--- src/rtl/regfile_pkg.sv ---
// ---------------------------------------------------------------------------
// regfile_pkg
// Shared definitions for the register-file operation sequencer.
//   A_AW / A_DW : register file A address / data width (8 x 4)
//   B_AW        : register file B address width (16 x 8)
//   state_t     : sequencer FSM states
//   cmd_t       : one latched operation command
// ---------------------------------------------------------------------------
package regfile_pkg;

    localparam int A_AW = 3;
    localparam int A_DW = 4;
    localparam int B_AW = 4;

    typedef enum logic [2:0] {
        ST_IDLE  = 3'd0,
        ST_ISSUE = 3'd1,
        ST_WB1   = 3'd2,
        ST_WB2   = 3'd3,
        ST_DONE  = 3'd4
    } state_t;

    typedef struct packed {
        logic [A_AW-1:0] ra1;
        logic [A_AW-1:0] ra2;
        logic [B_AW-1:0] rb;
        logic [A_AW-1:0] dst1;
        logic [A_AW-1:0] dst2;
        logic            wb;
    } cmd_t;

endpackage

--- src/rtl/regfile_op_sequencer.sv ---
// ---------------------------------------------------------------------------
// regfile_op_sequencer
// Control stage in front of the register-file datapath. Accepts one command
// per valid/ready handshake, pulses dp_start for one cycle with the command's
// read addresses, captures out1/out2, optionally writes both results back to
// register file A (out1 then out2), and offers the results on a valid/ready
// result interface. Only one operation is in flight at a time.
//
// Ports:
//   clk, rst                  clock (rising edge), async active-high reset
//   cmd_valid / cmd_ready     command handshake
//   cmd_ra1, cmd_ra2, cmd_rb  read addresses for the operation
//   cmd_dst1, cmd_dst2        writeback addresses for out1 / out2
//   cmd_wb                    writeback enable
//   dp_start                  one-cycle datapath start strobe
//   dp_ra1, dp_ra2, dp_rb     datapath read addresses
//   dp_out1, dp_out2          datapath results (combinational)
//   wr_en_a, wr_reg_a,
//   wr_data_a                 register file A write port
//   res_valid / res_ready     result handshake
//   res_out1, res_out2        captured results
//   op_count                  completed-operation counter (wraps)
// ---------------------------------------------------------------------------
module regfile_op_sequencer #(
    parameter int A_AW  = regfile_pkg::A_AW,
    parameter int A_DW  = regfile_pkg::A_DW,
    parameter int B_AW  = regfile_pkg::B_AW,
    parameter int CNT_W = 8
) (
    input  logic             clk,
    input  logic             rst,
    input  logic             cmd_valid,
    output logic             cmd_ready,
    input  logic [A_AW-1:0]  cmd_ra1,
    input  logic [A_AW-1:0]  cmd_ra2,
    input  logic [B_AW-1:0]  cmd_rb,
    input  logic [A_AW-1:0]  cmd_dst1,
    input  logic [A_AW-1:0]  cmd_dst2,
    input  logic             cmd_wb,
    output logic             dp_start,
    output logic [A_AW-1:0]  dp_ra1,
    output logic [A_AW-1:0]  dp_ra2,
    output logic [B_AW-1:0]  dp_rb,
    input  logic [A_DW-1:0]  dp_out1,
    input  logic [A_DW-1:0]  dp_out2,
    output logic             wr_en_a,
    output logic [A_AW-1:0]  wr_reg_a,
    output logic [A_DW-1:0]  wr_data_a,
    output logic             res_valid,
    input  logic             res_ready,
    output logic [A_DW-1:0]  res_out1,
    output logic [A_DW-1:0]  res_out2,
    output logic [CNT_W-1:0] op_count
);

    import regfile_pkg::*;

    state_t           state;
    state_t           stateNext;
    cmd_t             cmdReg;
    logic [A_DW-1:0]  out1Reg;
    logic [A_DW-1:0]  out2Reg;
    logic [CNT_W-1:0] opCount;
    logic [A_AW-1:0]  wrReg;
    logic [A_DW-1:0]  wrData;

    // Next-state logic. cmd_ready is exactly "state is IDLE", so cmd_valid
    // alone qualifies the accept here.
    // NOTE: every signal assigned in always_comb gets a default first so no
    // path leaves it unassigned (which would infer a latch).
    always_comb begin
        stateNext = state;
        case (state)
            ST_IDLE:  if (cmd_valid) stateNext = ST_ISSUE;
            ST_ISSUE: stateNext = cmdReg.wb ? ST_WB1 : ST_DONE;
            ST_WB1:   stateNext = ST_WB2;
            ST_WB2:   stateNext = ST_DONE;
            ST_DONE:  if (res_ready) stateNext = ST_IDLE;
            default:  stateNext = ST_IDLE;
        endcase
    end

    // NOTE: sequential state uses non-blocking assignments only, so every
    // register samples the pre-edge values of its sources.
    always_ff @(posedge clk or posedge rst) begin
        if (rst) begin
            state <= ST_IDLE;
        end else begin
            state <= stateNext;
        end
    end

    // Command, result and counter registers. The command fields change only
    // on accept, so dp_ra*/dp_rb hold their last values outside ISSUE.
    always_ff @(posedge clk or posedge rst) begin
        if (rst) begin
            cmdReg  <= '0;
            out1Reg <= '0;
            out2Reg <= '0;
            opCount <= '0;
        end else begin
            if (state == ST_IDLE && cmd_valid) begin
                cmdReg.ra1  <= cmd_ra1;
                cmdReg.ra2  <= cmd_ra2;
                cmdReg.rb   <= cmd_rb;
                cmdReg.dst1 <= cmd_dst1;
                cmdReg.dst2 <= cmd_dst2;
                cmdReg.wb   <= cmd_wb;
            end
            // The datapath is combinational; its outputs are valid while the
            // read addresses are presented during ISSUE.
            if (state == ST_ISSUE) begin
                out1Reg <= dp_out1;
                out2Reg <= dp_out2;
            end
            if (state == ST_DONE && res_ready) begin
                opCount <= opCount + CNT_W'(1);
            end
        end
    end

    // Writeback port: out1 in WB1, out2 in WB2. With dst1 == dst2 the second
    // write lands last, so out2 is what remains in the register.
    always_comb begin
        wrReg  = '0;
        wrData = '0;
        case (state)
            ST_WB1: begin
                wrReg  = cmdReg.dst1;
                wrData = out1Reg;
            end
            ST_WB2: begin
                wrReg  = cmdReg.dst2;
                wrData = out2Reg;
            end
            default: ;
        endcase
    end

    // Outputs are decoded from the state register and registered fields only.
    assign cmd_ready = (state == ST_IDLE);
    assign dp_start  = (state == ST_ISSUE);
    assign dp_ra1    = cmdReg.ra1;
    assign dp_ra2    = cmdReg.ra2;
    assign dp_rb     = cmdReg.rb;
    assign wr_en_a   = (state == ST_WB1) || (state == ST_WB2);
    assign wr_reg_a  = wrReg;
    assign wr_data_a = wrData;
    assign res_valid = (state == ST_DONE);
    assign res_out1  = out1Reg;
    assign res_out2  = out2Reg;
    assign op_count  = opCount;

endmodule

--- config.mk ---
export PLATFORM = sky130hd
export DESIGN_NAME = regfile_op_sequencer
export DESIGN_NICKNAME = d
export VERILOG_FILES = /design/src/rtl/regfile_pkg.sv /design/src/rtl/regfile_op_sequencer.sv
export SDC_FILE = /design/constraint.sdc
export NUM_CORES = 1
export LEC_CHECK = 0
export CORE_UTILIZATION = 43
export CTS_CLUSTER_SIZE = 25
export DETAILED_ROUTE_END_ITERATION = 10
export GPL_TIMING_DRIVEN = 0
export PLACE_DENSITY = 0.77
export SLEW_MARGIN = 20
export SYNTH_ARGS = -nofsm -noshare
export SYNTH_HDL_FRONTEND = slang
export SYNTH_SLANG_ARGS = --single-unit
--- constraint.sdc ---
create_clock -name clk -period 2 [get_ports clk]
set_clock_uncertainty 0.15 [all_clocks]
set_input_delay 0.5 -clock clk [delete_from_list [all_inputs] [get_ports clk]]
set_output_delay 0.5 -clock clk [all_outputs]
set_load 0.005 [all_outputs]
==> parameters.txt, run 1 <==
Parameter                              Value

Status
  Run status ... complete, but fails checks
  Failing checks ... negative setup slack

Floorplan
  Core Box Area ... 3744 um^2
  Number of cell rows ... 22
  Die boundary width ... 65.25 um
  Initial Util ... 0.4596
  Full die area ... 4258 um^2
  Die extent in y ... 65.25 um
  Top-Level Pins ... 66

Yosys
  Total of flip-flops plus latches after synthesis ... 36
  Avg Inst Size Synth ... 13.55 um^2
  Number of flops mapped to enable cells by yosys ... 0
  Cell types occupying the most area after synthesis ... dfrtp_1 (52%), mux2_2 (10%), mux2_4 (8.7%), mux2i_1 (4.7%), buf_4 (4.4%)
  Number of warnings printed during yosys synthesis ... 0
  Share of the synthesized area in the top cell type ... 0.5236
  Post-Synthesis Cells ... 127
  Most instantiated flip-flop cell in the synthesis netlist ... dfrtp_1
  Post-synthesis async set-or-reset flop share ... 1.000
  Synth cell count leaders ... dfrtp_1 (36), mux2_2 (16), nor2_1 (11)
  Total standard cell area after synthesis ... 1720 um^2
  Fraction of the yosys area taken by sequential cells ... 0.5236
  Synthesized netlist net count ... 157
  Cell type contributing the most total cell area after synthesis ... dfrtp_1
  Post-synthesis cell type count ... 28
  Dominant cell by count in the synthesized netlist ... dfrtp_1

Cells and area
  Fillers ... 261
  Share of layout cells above drive strength 1 ... 0.4231
  Fin cells ... 256
  P&R area growth vs syn ... 54.62%
  Post-route standard cell area excluding fillers ... 2660 um^2
  Inserted Diodes ... 0
  Total number of nets in the final design ... 240

Timing
  Setup repair after global routing missed its margin ... true
  Post-layout min period ... 2.078 ns
  Number of hold-slack violations in the final timing report ... 0
  Worst Slack Setup Final ... -0.07799 ns
  Final cycle utilization of the critical path ... 1.039
  Final number of max-transition violations ... 0
  Worst slew pin tran ... 0.7303 ns
  Number of failing setup endpoints in the final timing report ... 5
  Fmax ... 481.2 MHz
  Rel. slew slack ... 0.5124

Pwr
  Peak VDD IR ... 0.0007323 V
  PwrDens ... 1456 nW/um^2
  Leakage power ... 1.235 nW

Global route
  Initial antenna violation count ... 0
  Global-route wire length before repair ... 5844 um
  Pin count of the biggest net entering global routing ... 37
  Vias in the first global route ... 1228
  Aggregate global-route resource usage ... 0.1895
  Gr ovfl total ... 0

Setup path
  Data arrival time at the worst-slack endpoint ... 1.43 ns
  Slack of the worst reg-to-reg path ... 0.21 ns
  Number of buffers and inverters on the critical path ... 3
  Startpoint Class ... flop
  Endpoint required time on the critical path ... 1.35 ns
  Worst Path Max Fanout ... 3
  Cell chain of the critical path ... or2b_4 > buf_6 > buf_6 > nor2_2 > buf_2
  CP most frequent cell ... buf_6
  Standard cell with the maximum stage delay on the critical path ... dfrtp_1
  Largest stage delay, worst path ... 0.41 ns
  Sort of element at the end of the critical path ... output pin
  Worst Path Class, Setup ... reg -> out
  Dominant delay contributor by cell family on the critical path ... flip-flops

Route
  DRC violation count after routing ... 0
  Starting DRT DRC Count ... 29
  Wire length per cell after detailed routing ... 14.37 um
  Detailed-route via count ... 1232
  DR vias/cell ... 4.813
  Final ANT Viol Nets ... 0
  Final routed wirelength across all metal layers ... 3678 um
  Drt pass-1 iters ... 3

Hold path
  Hold crit path type ... reg -> reg

Place
  Minimum setup slack after placement ... -0.2307 ns
  Total instance count after detailed placement ... 240
  RePlAce Congestion ... 0.6471
  Cell Area, Placed ... 2431 um^2
  I/O Buffers ... 65
  Detail Placement HPWL ... 2383 um

Clock network
  TritonCTS clock tree ... built
  Clock slew at reported path FFs ... 0.06 ns
  CTS sink count ... 36
  Num CTS Buffers ... 5
  Source-to-sink clock delay at the later pin of the worst-skew pair ... 0.28 ns
  Root cell of the clock tree ... clkbuf_8
  Post-CTS Hold Fix Bufs ... 0
  Maximum clock insertion buffer count ... 2
  Number of H-tree levels ... 2

Job
  Count of maximum capacitance violations ... 0
layer usage:
metal  vias to the layer above  share of wire  track usage
li1                        582              -            -
met1                       596           0.43       0.2293
met2                        50           0.50       0.3054
met3                         4          0.060      0.06424
met4                         0          0.016      0.08152
met5                         -              0            0
path summary, 6_finish.rpt:
path,depth (start not counted),from,end
worst min-delay path,1,op_count[7],op_count[7]
min in group asynchronous,2,rst,op_count[3]
max in group asynchronous,2,rst,state[0]
worst min register to register,1,op_count[7],op_count[7]
worst max register to register,6,state[2],dp_ra2[1]
worst max-delay path,5,state[1],wr_data_a[1]
metrics by stage:
stage                     setup TNS (ns)  hold slack (ns)    util  power (W)
after detailed placement          -1.941           0.3278  0.6494   0.003117
after global placement            -10.38           0.3046  0.6494   0.003054
final                            -0.3370           0.3294  0.7106   0.003872
after global routing             -0.6549           0.3427  0.7106   0.004124
after CTS                        -0.6653           0.3397  0.6918   0.003732
after floorplan                        0           0.3147       -   0.002290
layout by cell type (no fill, tap or decap):
cell / count
buf_2: 8
buf_4: 17
nor2_2: 7
nand2b_4: 1
buf_12: 2
mux2_4: 10
and2b_2: 1
buf_6: 7
clkbuf_16: 1
clkdlybuf4s50_1: 54
and3_1: 1
nor4_4: 1
dfrtp_2: 2
clkbuf_2: 2
mux2_2: 16
clkbuf_8: 5
and2_4: 1
xnor2_1: 1
or2b_4: 1
nor3_1: 3
inv_2: 1
mux2i_4: 2
nand3_1: 3
nor2_1: 4
nand2_1: 2
nor3b_4: 1
nor2_4: 1
o2bb2ai_1: 1
nor3_4: 1
ha_1: 1
xor2_1: 6
inv_1: 2
nand4bb_1: 1
dfrtp_1: 34
dlymetal6s2s_1: 1
mux2i_1: 6
state kept, by name (all words and copies together), names as in the netlist:
name	count
dp_rb	4
res_out2	4
res_out1	4
dp_ra2	3
cmdReg	7
dp_ra1	3
op_count	8
state	3
cells by family after synthesis:
kind of cell    after synthesis  share of synthesized area
fa+ha+maj                     1                   0.007272
simple gates                 29                     0.1033
mux                          34                     0.2385
buf+inv                      19                    0.08654
flops                        36                     0.5236
xor+xnor                      7                    0.03564
compound gates                1                   0.005092
layout make-up:
cell class	count	area, um^2	share of cell area
sequential	36	903.4	0.3396
multi-input combinational	72	742.0	0.2789
timing repair buffer	78	737.0	0.2770
buffer	14	137.6	0.05174
clock buffer	5	68.82	0.02587
tap	48	60.06	0.02258
inverter	3	11.26	0.004233
power breakdown:
group | switching, W | total (W) | internal [W]
registers | 0.000272 | 0.00133 | 0.00106
clock network | 0.000221 | 0.000445 | 0.000224
logic | 0.000666 | 0.00210 | 0.00143
total | 0.00116 | 0.00387 | 0.00271
what timing repair did:
action,4_1_cts,5_1_grt
setup buffers,11,1
gates cloned,0,1
gates resized for setup,50,16
pin swaps,8,2
setup endpoints to repair,11,9
No activity file was read; power rests on OpenSTA's default activity.
==> run 2: changes to the inputs <==
--- a/config.mk
+++ b/config.mk
@@ -5,6 +5,7 @@
 export SDC_FILE = /design/constraint.sdc
 export NUM_CORES = 1
 export LEC_CHECK = 0
+export CORE_MARGIN = 2
 export CORE_UTILIZATION = 43
 export CTS_CLUSTER_SIZE = 25
 export DETAILED_ROUTE_END_ITERATION = 10
==> run 2 against run 1 <==
- the run still ends with negative setup slack left
- clock power up 17%
- worst setup slack about the same
- design area up 0.33%
- via count up 0.97%
- combinational power about the same
- utilization up 0.23 points
- largest power group unchanged
- highest routed layer unchanged
==> parameters.txt, run 2 (synthesis results as in run 1) <==
Parameter                              Value

Status
  Run status ... complete, but fails checks (unchanged)
  Failing checks ... negative setup slack (unchanged)

Timing
  Final number of max-transition violations ... 0 (unchanged)
  Final cycle utilization of the critical path ... 1.039 (about the same)
  Worst hold slack across all endpoints ... 0.3204 ns (was 0.3294 ns)
  Worst Slack Setup Final ... -0.07843 ns (was -0.07799 ns)
  Fmax ... 481.1 MHz (was 481.2 MHz)
  Number of failing setup endpoints in the final timing report ... 2 (was 5)
  Rel. slew slack ... 0.5051 (was 0.5124)
  Setup repair after global routing missed its margin ... true (unchanged)
  Number of hold-slack violations in the final timing report ... 0 (unchanged)
  Worst slew pin tran ... 0.7412 ns (was 0.7303 ns)
  Post-layout min period ... 2.078 ns (about the same)
  Setup Total Neg Slack ... -0.1429 ns (was -0.3370 ns)

Cells and area
  Fillers ... 285 (was 261)
  Inserted Diodes ... 0 (unchanged)
  Leading cell type in the layout, fill and taps excluded ... clkdlybuf4s50_1 (unchanged)
  P&R area growth vs syn ... 55.13% (was 54.62%)
  Highest-count cells in the layout ignoring fill and taps ... clkdlybuf4s50_1 (54), dfrtp_1 (34), buf_4 (20) (was clkdlybuf4s50_1 (54), dfrtp_1 (34), buf_4 (17))
  Total number of nets in the final design ... 240 (unchanged)
  Share of layout cells above drive strength 1 ... 0.4171 (was 0.4231)
  Post-route standard cell area excluding fillers ... 2669 um^2 (was 2660 um^2)
  Fin cells ... 259 (was 256)
  Flip-flop count of the largest register after layout ... 8 (unchanged)

Floorplan
  Die extent in y ... 67.25 um (was 65.25 um)
  Core Box Area ... 3744 um^2 (unchanged)
  Full die area ... 4523 um^2 (was 4258 um^2)
  Die boundary width ... 67.25 um (was 65.25 um)
  Number of cell rows ... 22 (unchanged)
  Initial Util ... 0.4596 (unchanged)
  Top-Level Pins ... 66 (unchanged)

Global route
  Gr ovfl total ... 0 (unchanged)
  Pin count of the biggest net entering global routing ... 37 (unchanged)
  Global-route wire length before repair ... 6044 um (was 5844 um)
  Vias in the first global route ... 1285 (was 1228)
  Aggregate global-route resource usage ... 0.1856 (was 0.1895)
  Initial antenna violation count ... 0 (unchanged)

Place
  Cell Area, Placed ... 2431 um^2 (unchanged)
  Minimum setup slack after placement ... -0.2427 ns (was -0.2307 ns)
  Detail Placement HPWL ... 2433 um (was 2383 um)
  I/O Buffers ... 65 (unchanged)
  Total instance count after detailed placement ... 240 (unchanged)
  RePlAce Congestion ... 0.6699 (was 0.6471)

Setup path
  Number of buffers and inverters on the critical path ... 3 (unchanged)
  Worst Path Class, Setup ... reg -> out (unchanged)
  Cell count of the worst reg-to-reg path ... 6 (unchanged)
  Sort of element at the end of the critical path ... output pin (unchanged)
  Worst Path Max Fanout ... 4 (was 3)
  Endpoint required time on the critical path ... 1.35 ns (about the same)
  Startpoint Class ... flop (unchanged)
  Dominant delay contributor by cell family on the critical path ... flip-flops (unchanged)
  Data arrival time at the worst-slack endpoint ... 1.43 ns (about the same)
  Largest stage delay, worst path ... 0.43 ns (was 0.41 ns)
  Critical path depth ... 5 (unchanged)
  Standard cell with the maximum stage delay on the critical path ... dfrtp_2 (was dfrtp_1)
  Slack of the worst reg-to-reg path ... 0.20 ns (was 0.21 ns)
  Cell chain of the critical path ... or2b_4 > buf_6 > buf_12 > nor2_2 > buf_2 (was or2b_4 > buf_6 > buf_6 > nor2_2 > buf_2)

Pwr
  Peak VDD IR ... 0.0007832 V (was 0.0007323 V)
  PwrDens ... 1471 nW/um^2 (was 1456 nW/um^2)
  Relative contribution of the clock network to total power ... 0.132 (was 0.115)
  Leakage power ... 1.228 nW (was 1.235 nW)
  Switching power as a share of total power ... 0.2995 (was 0.2994)
  Share of total power in combinational logic ... 0.532 (was 0.541)
  Switching power of the nets ... 0.001176 W (was 0.001159 W)
  Int Power ... 0.002750 W (was 0.002713 W)
  Seq pwr share ... 0.335 (was 0.344)

Route
  Wire length per cell after detailed routing ... 14.19 um (was 14.37 um)
  Drt pass-1 iters ... 3 (unchanged)
  Detailed-route via count ... 1244 (was 1232)
  DR vias/cell ... 4.803 (was 4.813)
  Starting DRT DRC Count ... 24 (was 29)
  Final ANT Viol Nets ... 0 (unchanged)
  Final routed wirelength across all metal layers ... 3676 um (was 3678 um)
  DRC violation count after routing ... 0 (unchanged)

Hold path
  Hold Path Stages ... 1 (unchanged)
  Hold crit path type ... reg -> reg (unchanged)

Clock network
  Root cell of the clock tree ... clkbuf_8 (unchanged)
  Clock slew at reported path FFs ... 0.07 ns (was 0.06 ns)
  Number of H-tree levels ... 2 (unchanged)
  TritonCTS clock tree ... built (unchanged)
  Post-CTS Hold Fix Bufs ... 0 (unchanged)
  Maximum clock insertion buffer count ... 2 (unchanged)
  CTS sink count ... 36 (unchanged)
  Num CTS Buffers ... 5 (unchanged)
  Source-to-sink clock delay at the later pin of the worst-skew pair ... 0.28 ns (about the same)

Job
  Count of maximum capacitance violations ... 0 (unchanged)
==> run 2: cell type report <==
type,instances,area [um^2],area share
clock buffers,8,90.09,0.03376
well taps,48,60.06,0.02250
flip-flops and latches,36,903.4,0.3385
plain buffers,14,137.6,0.05157
multi-input cells,72,749.5,0.2808
repair buffers,78,716.9,0.2686
inverters,3,11.26,0.004219
==> run 2: per-layer routing <==
layer | share of wire | GRT usage
met2 | 0.50 | 0.3205
met3 | 0.081 | 0.06167
met5 | 0 | 0
met4 | 0.016 | 0.08418
met1 | 0.40 | 0.2071
==> run 2: path summary, 6_finish.rpt <==
kind                        startpoint           end
max                           state[2]  wr_data_a[1]
min reg2reg                op_count[7]   op_count[7]
min in group asynchronous          rst   op_count[5]
max in group asynchronous          rst      state[2]
max reg2reg                   state[2]      dp_rb[0]
min                        op_count[7]   op_count[7]
==> run 2: timing repair <==
action | CTS | global route
setup buffers | 12 | 2
gates resized for setup | 50 | 15
endpoints found under the setup margin | 11 | 8
pin swaps | 6 | 1
==> run 2: power by group through the flow <==
stage	clock network, W	registers [W]	logic, W
final	0.000519	0.00132	0.00209
after global routing	0.000565	0.00136	0.00226
after CTS	0.000530	0.00129	0.00200
after detailed placement	0	0.00130	0.00181
after global placement	0	0.00127	0.00178
after floorplan	0	0.00126	0.00103
==> run 2: worst reg2reg max path: stages, from the launching register on <==
cell	delay, ns
dfrtp_2	0.43
buf_4	0.15
nor3_2	0.20
and2_4	0.17
buf_6	0.13
buf_12	0.15
mux2_4	0.30
==> run 2: stage by stage <==
step / power [W] / util
2_1_floorplan: 0.002290 / -
3_3_place_gp: 0.003058 / 0.6494
3_5_place_dp: 0.003109 / 0.6494
4_1_cts: 0.003822 / 0.7032
5_1_grt: 0.004192 / 0.7129
6_report: 0.003925 / 0.7129
